## src/rtl/soc_sim_pkg.sv

```systemverilog
// Shared types and default constants for the SoC simulation/test-status monitor.
package soc_sim_pkg;

  typedef enum logic [2:0] {
    ST_RUNNING      = 3'd0,
    ST_PASS         = 3'd1,
    ST_FAIL_MAGIC   = 3'd2,
    ST_FAIL_WDOG    = 3'd3,
    ST_FAIL_TIMEOUT = 3'd4
  } test_status_e;

  localparam logic [31:0] PUTC_ADDR_DEF   = 32'h01FF_FFF0;
  localparam logic [63:0] PASS_MAGIC_DEF  = 64'h0000_0004_4433_3222;
  localparam logic [63:0] FAIL_MAGIC_DEF  = 64'h0000_0023_8234_8720;
  localparam int unsigned WDOG_PERIOD_DEF = 50000;
  localparam logic [31:0] MAX_CYCLES_DEF  = 32'h0300_0000;

  typedef struct packed {
    logic       hit;
    logic [7:0] ch;
  } putc_t;

  // Only a single full 32-bit lane strobe selects a character; partial or mixed strobes do not.
  function automatic putc_t putc_lane(input logic [15:0] strb, input logic [127:0] data);
    putc_t r;
    r.hit = 1'b0;
    r.ch  = '0;
    case (strb)
      16'h000F: begin r.hit = 1'b1; r.ch = data[7:0];   end
      16'h00F0: begin r.hit = 1'b1; r.ch = data[39:32]; end
      16'h0F00: begin r.hit = 1'b1; r.ch = data[71:64]; end
      16'hF000: begin r.hit = 1'b1; r.ch = data[103:96]; end
      default:  ;
    endcase
    return r;
  endfunction

endpackage

```

## src/rtl/soc_sim_wdog.sv

```systemverilog
// Retire-activity watchdog: window down-counter plus per-window retire cycle counter.
module soc_sim_wdog
  import soc_sim_pkg::*;
#(
  parameter int unsigned WDOG_PERIOD = WDOG_PERIOD_DEF
) (
  input  logic        clk,
  input  logic        rst_b,
  input  logic        en,
  input  logic [2:0]  retire_vld,
  output logic        wdog_fail,
  output logic [31:0] retire_cnt
);

  // win_left == 0 marks the cycle whose window count is a multiple of WDOG_PERIOD;
  // after reset the window count is 1, i.e. WDOG_PERIOD-1 cycles remain.
  localparam logic [31:0] RELOAD = 32'(WDOG_PERIOD - 1);

  logic [31:0] win_left;
  logic        boundary;

  assign boundary  = (win_left == '0);
  assign wdog_fail = en && boundary && (retire_cnt == '0);

  always_ff @(posedge clk or negedge rst_b) begin
    if (!rst_b) begin
      win_left   <= RELOAD;
      retire_cnt <= '0;
    end else if (en) begin
      if (boundary) begin
        win_left   <= RELOAD;
        retire_cnt <= '0;
      end else begin
        win_left <= win_left - 32'd1;
        if ((|retire_vld) && (retire_cnt != '1))
          retire_cnt <= retire_cnt + 32'd1;
      end
    end
  end

endmodule

```

## src/rtl/soc_sim_monitor.sv

```systemverilog
// SoC test-status monitor: putchar decode, pass/fail magic detection, watchdog and timeout.
module soc_sim_monitor
  import soc_sim_pkg::*;
#(
  parameter logic [31:0] PUTC_ADDR   = PUTC_ADDR_DEF,
  parameter logic [63:0] PASS_MAGIC  = PASS_MAGIC_DEF,
  parameter logic [63:0] FAIL_MAGIC  = FAIL_MAGIC_DEF,
  parameter int unsigned WDOG_PERIOD = WDOG_PERIOD_DEF,
  parameter logic [31:0] MAX_CYCLES  = MAX_CYCLES_DEF
) (
  input  logic         i_pad_clk,
  input  logic         i_pad_rst_b,
  input  logic         clk_en,
  input  logic [3:0]   aw_len,
  input  logic [31:0]  mem_addr,
  input  logic         w_valid,
  input  logic [15:0]  w_strb,
  input  logic [127:0] w_data,
  input  logic [2:0]   retire_vld,
  input  logic [63:0]  wb_data0,
  input  logic [63:0]  wb_data1,
  input  logic [63:0]  wb_data2,
  output logic         char_vld,
  output logic [7:0]   char_data,
  output logic         test_done,
  output logic [2:0]   test_status,
  output logic [31:0]  retire_cnt
);

  logic         clk_en_q;
  logic [3:0]   aw_len_q;
  logic [31:0]  mem_addr_q;
  logic         w_valid_q;
  logic [15:0]  w_strb_q;
  logic [127:0] w_data_q;
  logic [63:0]  wb_data0_q;
  logic [63:0]  wb_data1_q;
  logic [63:0]  wb_data2_q;

  always_ff @(posedge i_pad_clk or negedge i_pad_rst_b) begin
    if (!i_pad_rst_b) begin
      clk_en_q   <= 1'b0;
      aw_len_q   <= '0;
      mem_addr_q <= '0;
      w_valid_q  <= 1'b0;
      w_strb_q   <= '0;
      w_data_q   <= '0;
      wb_data0_q <= '0;
      wb_data1_q <= '0;
      wb_data2_q <= '0;
    end else begin
      clk_en_q   <= clk_en;
      aw_len_q   <= aw_len;
      mem_addr_q <= mem_addr;
      w_valid_q  <= w_valid;
      w_strb_q   <= w_strb;
      w_data_q   <= w_data;
      wb_data0_q <= wb_data0;
      wb_data1_q <= wb_data1;
      wb_data2_q <= wb_data2;
    end
  end

  test_status_e state_q, state_d;
  logic         running;
  logic         pass_hit, fail_hit;
  logic         putc_addr_ok;
  putc_t        putc;
  logic         char_vld_d;
  logic         wdog_fail;
  logic         timeout_hit;
  logic [31:0]  cyc_cnt;

  assign running = (state_q == ST_RUNNING);

  assign pass_hit = (wb_data0_q == PASS_MAGIC) || (wb_data1_q == PASS_MAGIC) ||
                    (wb_data2_q == PASS_MAGIC);
  assign fail_hit = (wb_data0_q == FAIL_MAGIC) || (wb_data1_q == FAIL_MAGIC) ||
                    (wb_data2_q == FAIL_MAGIC);

  assign putc_addr_ok = (aw_len_q == 4'd0) && (mem_addr_q == PUTC_ADDR) && w_valid_q && clk_en_q;
  assign putc         = putc_lane(w_strb_q, w_data_q);

  // cyc_cnt holds the edges already taken, so this edge's 1-based count exceeds
  // MAX_CYCLES exactly when cyc_cnt >= MAX_CYCLES.
  assign timeout_hit = (cyc_cnt >= MAX_CYCLES);

  always_ff @(posedge i_pad_clk or negedge i_pad_rst_b) begin
    if (!i_pad_rst_b)
      cyc_cnt <= '0;
    else if (running && (cyc_cnt != '1))
      cyc_cnt <= cyc_cnt + 32'd1;
  end

  soc_sim_wdog #(
    .WDOG_PERIOD (WDOG_PERIOD)
  ) u_wdog (
    .clk        (i_pad_clk),
    .rst_b      (i_pad_rst_b),
    .en         (running),
    .retire_vld (retire_vld),
    .wdog_fail  (wdog_fail),
    .retire_cnt (retire_cnt)
  );

  always_comb begin
    state_d    = state_q;
    char_vld_d = 1'b0;
    if (running) begin
      if (pass_hit)
        state_d = ST_PASS;
      else if (fail_hit)
        state_d = ST_FAIL_MAGIC;
      else if (wdog_fail)
        state_d = ST_FAIL_WDOG;
      else if (timeout_hit)
        state_d = ST_FAIL_TIMEOUT;
      char_vld_d = !pass_hit && !fail_hit && putc_addr_ok && putc.hit;
    end
  end

  always_ff @(posedge i_pad_clk or negedge i_pad_rst_b) begin
    if (!i_pad_rst_b) begin
      state_q   <= ST_RUNNING;
      char_vld  <= 1'b0;
      char_data <= '0;
    end else begin
      state_q  <= state_d;
      char_vld <= char_vld_d;
      if (char_vld_d)
        char_data <= putc.ch;
    end
  end

  assign test_status = state_q;
  assign test_done   = !running;

endmodule

```

## config.mk

```make
export PLATFORM = sky130hd
export DESIGN_NAME = soc_sim_monitor
export DESIGN_NICKNAME = d
export VERILOG_FILES = /design/src/rtl/soc_sim_pkg.sv /design/src/rtl/soc_sim_wdog.sv /design/src/rtl/soc_sim_monitor.sv
export SDC_FILE = /design/constraint.sdc
export NUM_CORES = 1
export LEC_CHECK = 0
export BUFFER_PORTS_ARGS = -buffer_cell sky130_fd_sc_hd__buf_4
export CORE_ASPECT_RATIO = 0.9
export CORE_MARGIN = 1.5
export CORE_UTILIZATION = 30
export DETAILED_ROUTE_END_ITERATION = 7
export GPL_TIMING_DRIVEN = 1
export SKIP_CTS_REPAIR_TIMING = 1
export SLEW_MARGIN = 15
export SYNTH_ARGS = -nofsm -noshare
export SYNTH_HDL_FRONTEND = slang
export SYNTH_SLANG_ARGS = --single-unit
```

## constraint.sdc

```tcl
create_clock -name i_pad_clk -period 3.57 [get_ports i_pad_clk]
set_input_delay 0.5355 -clock i_pad_clk [delete_from_list [all_inputs] [get_ports i_pad_clk]]
set_output_delay 0.5355 -clock i_pad_clk [all_outputs]
set_load 0.02 [all_outputs]
```

Word-level counts from Yosys, hierarchy flattened
Index checks and enable logic that the tools add are counted.
{"block": "totals", "ram_bits": 0, "out_inout_bits": 45, "word_cells": 67, "rom_bits": 0, "n_memories": 0, "input_bits": 379, "reg_bits": 458, "latchBits": 0}
{"block": "op_classes", "magnitude_cmp": 1, "eq_ne": 13, "n_reduce_logical": 26, "bitwise": 0, "muxes": 9, "multipliers": 0, "shift": 0, "div_mod_pow": 0, "add_sub_neg": 3}
{"op": "== test 64 x 35 -> 1 bit (second input constant)", "count": 3}
{"op": "== test 64 x 38 -> 1 bit (second input constant)", "count": 3}
{"op": "two-way mux 32 bit", "count": 3}
{"op": "adder 32 x 1 -> 32 bit (second input constant)", "count": 2}
{"op": "zero test 32 bit", "count": 2}
{"op": "inequality test 32 bit (second input constant)", "count": 2}
{"op": "case mux 9 bit (4 select lines)", "count": 1}
{"op": "== test 32 x 25 -> 1 bit (second input constant)", "count": 1}
{"op": ">= comparator 32 x 26 -> 1 bit (second input constant)", "count": 1}
{"op": "subtractor 32 x 1 -> 32 bit (second input constant)", "count": 1}
{"op": "== test 16 x 12 -> 1 bit (second input constant)", "count": 1}
{"op": "== test 16 bit (second input constant)", "count": 1}
{"op": "== test 16 x 4 -> 1 bit (second input constant)", "count": 1}
{"op": "== test 16 x 8 -> 1 bit (second input constant)", "count": 1}
{"op": "two-way mux 3 bit", "count": 4}
{"op": "logical AND 1 bit", "count": 10}
{"op": "zero test 4 bit", "count": 1}
{"op": "logical OR 1 bit", "count": 4}
{"op": "AND reduction 2 bit", "count": 2}
{"op": "nonzero test 4 bit", "count": 1}
{"op": "zero test 1 bit", "count": 3}
{"op": "zero test 3 bit", "count": 1}
{"op": "OR reduction 3 bit", "count": 1}
{"op": "nonzero test 2 bit", "count": 1}
{"op": "two-way mux 1 bit", "count": 1}

Logic depth before layout (Yosys ltp)
{"block": "logic_depth", "word_depth": 8, "depth_mapped": 9, "depth_no_buf": 8}

Modules after synthesis
A second synthesis with hierarchy kept.
{"block": "unflattened", "hier_cells": 1006, "hier_area_um2": 13663.1}
{"mod": "soc_sim_monitor", "seq_area_each_um2": 8057.7, "area_per_inst_um2": 10057.1, "cells_each": 612, "n_inst": 1}
{"mod": "soc_sim_wdog", "seq_area_each_um2": 1612.8, "area_per_inst_um2": 3606.0, "cells_each": 394, "n_inst": 1}

Worst setup path after synthesis
No wires, ideal clock.
{"block": "synth_timing", "path_kind": "register -> register", "start": "register w_strb_q[9]", "end": "register char_data[0]", "setup_time_ns": 0.125, "arrival_time_ns": 2.575, "required_time_ns": 3.445, "path_stages_with_launch": 8, "n_path_buf": 1, "setup_slack_ns": 0.870, "period_less_slack_ns": 2.700, "cell_sequence": "dfrtp_1 -> or4_1 -> buf_2 -> nor4_2 -> nor4_2 -> nor4_4 -> nand4_4 -> mux2_2"}
{"block": "synth_between", "elab_chain_len": 4, "elab_cells_between_ends": 7, "classes_between": "eq/ne: 4; mux: 2; reduce/logical: 1"}
{"element": "from (decl)", "line": "soc_sim_monitor.sv:34", "rtl": "logic [15:0] w_strb_q;"}
{"element": "from (signal assigned)", "line": "soc_sim_monitor.sv:56", "rtl": "w_strb_q <= w_strb;"}
{"element": "== test 16 bit (tied with other cells)", "line": "soc_sim_pkg.sv:28", "rtl": "case (strb)"}
{"element": "case mux 9 bit (4 select lines) (*)", "line": "soc_sim_pkg.sv:28"}
{"element": "logical AND 1 bit", "line": "soc_sim_monitor.sv:118", "rtl": "char_vld_d = !pass_hit && !fail_hit && putc_addr_ok && putc.hit;"}
{"element": "two-way mux 1 bit", "line": "soc_sim_monitor.sv:109", "rtl": "if (running) begin"}
{"element": "to (signal assigned)", "line": "soc_sim_monitor.sv:131", "rtl": "char_data <= putc.ch;"}
{"element": "to (decl)", "line": "soc_sim_monitor.sv:24", "rtl": "output logic [7:0] char_data,"}
Mark *: on every way between the ends. The rest lies on a longest branch, timed or not.
A chain may end at the register's enable or synchronous reset.

Final worst setup path
{"block": "layout_timing", "start": "register w_strb_q[9]", "end": "register char_data[3]"}
The elaborated chain is that of the path after synthesis.

==> impl_results.md <==
- P per Cell Area: 542 nW/um^2
- Worst r2r src: w_strb_q[9]
- CP endpoint kind: flop
- Worst r2r path cells: 7
- Worst slew margin: 39.2%
- Largest family of logic cells by synthesized area: simple AND/OR/NAND/NOR gates
- Mapped Area: 13400 sq um
- TritonRoute pass-1 iters: 5
- Fin. max-slew vios: 0
- Final wirelength: 33000 um
- Congestion Overflow GR: 0
- Fmax: 362 MHz
- Yosys top cell area share: 70.3%
- CP max stage cell: or4_1
- Slew @ Worst Pin: 912 ps
- Post-Synth Simple-Gate Area: 17.7%
- Required @ worst endpoint: 4010 ps
- Sequential area share after synthesis: 72.0%
- Syn Inst Count: 974
- Post-Syn Area per Cell: 13.8 sq um
- Critical Setup Path Class: flop to flop
- Initial antenna violation count: 0
- Most common cell after layout, fill and taps aside: dfrtp_1
- Vias: 9099
- I/O Buffers: 327
- CTS buffer count: 42
- Area Overhead vs Synth: 36.8%
- Filler cell count: 4101
- Arr. time, crit path: 3200 ps
- Post-synthesis mux area share: 1.12%
- Register area: 9670 sq um
- Yosys warns: 0
- Post-Synth XOR/XNOR Area: 4.57%
- Post-route ant nets: 0
- Root buf cell: clkbuf_16
- Via density: 4.58
- Pwr Total: 0.00995 W
- Number of flops mapped to enable cells by yosys: 0
- Leak: 8.40 nW
- Die W: 226 um
- Worst-path cell chain: or4_1 -> nor4_2 -> buf_4 -> nor4_2 -> nor4_4 -> nand4_4 -> mux2_2
- CTS tree: yes
- Io pins: 424
- Average wire per standard cell: 16.6 um
- Tmin final: 2760 ps
- Diodes inserted: 0
- Compound-Gate Fraction of Synth Area: 3.18%
- Final Hold Viols: 9
- GRT Overall Usage: 15.0%
- Bufs on Longest Clock Path: 3
- Synth Flop Type: dfrtp_1
- Total negative setup slack: 0 ps
- Setup violators final: 0
- Core area: 44100 sq um
- H-tree depth: 2
- Post-route clock skew: 20.1 ps
- Final HPWL DP: 24600 um
- Row count: 73
- RR Endpoint: char_data[3]
- DRC viols: 0
- Netlist cell types: 49
- Setup slack, reg-to-reg: 810 ps
- Cell taking the most area after synthesis: dfrtp_1
- Hold Crit Class: input pin to async pin
- Syn nets: 1359
- Seq cells post-synth: 386
- Most frequent cells in the layout: dfrtp_1, buf_4, nor2_1
- Initial Util: 30.4%
- Peak VDD IR: 343 uV
- Layout cells sized above 1: 32.9%
- Failing checks: hold timing
- Clk_lat worst skew: 570 ps
- Post-synth ARST share: 100%
- # clock sinks: 386
- Crit path top cell by count: nor4_2
- Total of max-cap violations: 0
- Top cells by area, synth: dfrtp_1, nor4_1, xnor2_1, nand4_1, xor2_1
- Crit-path max cell delay: 610 ps
- NumNets Final: 1738
- RSZ-0062 raised after global routing: false
- Outcome: complete, but fails checks
- GP Congestion: 0.845
- Critical Path Source Type: flop
- Worst Path Max Fanout: 9
- Area of the multi-input gates: 3650 sq um
- Worst-path clk slew: 60 ps
- Chip Height: 204 um
- Die area: 46000 sq um
- Vias in the first global route: 9783
- Largest net degree at the start of global routing: 85
- DRT iter0 DRCs: 505
- Adder-Cell Fraction of Synth Area: 0.559%
- Final period util: 77.3%
- Hold slack: -17.5 ps
- First-pass GRT wire length: 52800 um
[per-stage QoR]
stage | utilization, % | instance area (sq um) | setup WS, ps | std cells | hold WS (ps)
floorplan | - | 13400 | 870 | 974 | 240
global placement | 38.1 | 16800 | 731 | 1909 | 456
detailed placement | 38.1 | 16800 | 697 | 1909 | 459
CTS | 41.6 | 18400 | 676 | 1987 | -6.01
global route | 41.6 | 18400 | 588 | 1987 | 26.9
finish | 41.6 | 18400 | 810 | 1987 | -17.5
[worst max-delay path, delay by kind of cell, from the launching register on]
kind,cells,cell delay [ps]
buffers and inverters,1,220
flip-flops,1,370
multiplexers,1,380
AND/OR/NAND/NOR,5,1660
[layer usage]
| metal | routed length, um | GRT usage, % | up-vias |
|---|---|---|---|
| met5 | 0 | 0 | - |
| met4 | 1140 | 6.42 | 0 |
| met3 | 2980 | 5.59 | 67 |
| met2 | 15500 | 23.8 | 297 |
| met1 | 13300 | 18.3 | 4450 |
| li1 | - | - | 4285 |
[cell families (layout without fill, tap and decap cells)]
kind of cell	Yosys count	in the layout
multiplexers	14	14
XOR/XNOR	70	70
buffers and inverters	28	441
AND/OR/NAND/NOR	405	405
AO/OA/AOI/OAI	65	65
flip-flops	386	386
adder cells (fa/ha/maj)	6	6
[cell type report]
class                   instances  area share [%]
inverters                      10           0.204
flip-flops and latches        386            52.7
repair buffers                353            14.7
multi-input cells             560            19.9
clock inverters                24            2.13
clock buffers                  54            6.24
well taps                     600            4.09
[sequential cells by signal, indices dropped and copies added (netlist names), 16 cells and up]
register	count
wb_data2_q	64
wb_data0_q	64
u_wdog.win_left	32
w_strb_q	16
mem_addr_q	32
cyc_cnt	32
u_wdog.retire_cnt	32
wb_data1_q	64
w_data_q	32
[Yosys cell counts (16+ instances only)]
library cell,instances
nand3_1,32
and3_1,19
a22oi_1,17
nand4_1,51
nand2_1,58
dfrtp_1,377
nor4b_1,16
nor3_1,29
nor2_1,59
nor4_1,56
xor2_1,30
a21oi_1,18
xnor2_1,40
[where the power goes]
part	switching, W	internal, W
clock	0.00181	0.00290
combinational	0.000255	0.000310
sequential	0.000111	0.00457
total	0.00217	0.00778
[worst max path at each step]
stage	end	startpoint	cells after the start
after floorplan	char_data[0]	w_strb_q[9]	7
after global placement	u_wdog.retire_cnt[14]	u_wdog.win_left[27]	6
after detailed placement	u_wdog.retire_cnt[14]	u_wdog.win_left[27]	6
after CTS	u_wdog.retire_cnt[14]	u_wdog.win_left[27]	6
after global routing	char_data[3]	w_strb_q[1]	7
final	char_data[3]	w_strb_q[9]	7
Note: power is estimated with default switching activity, not from simulation.
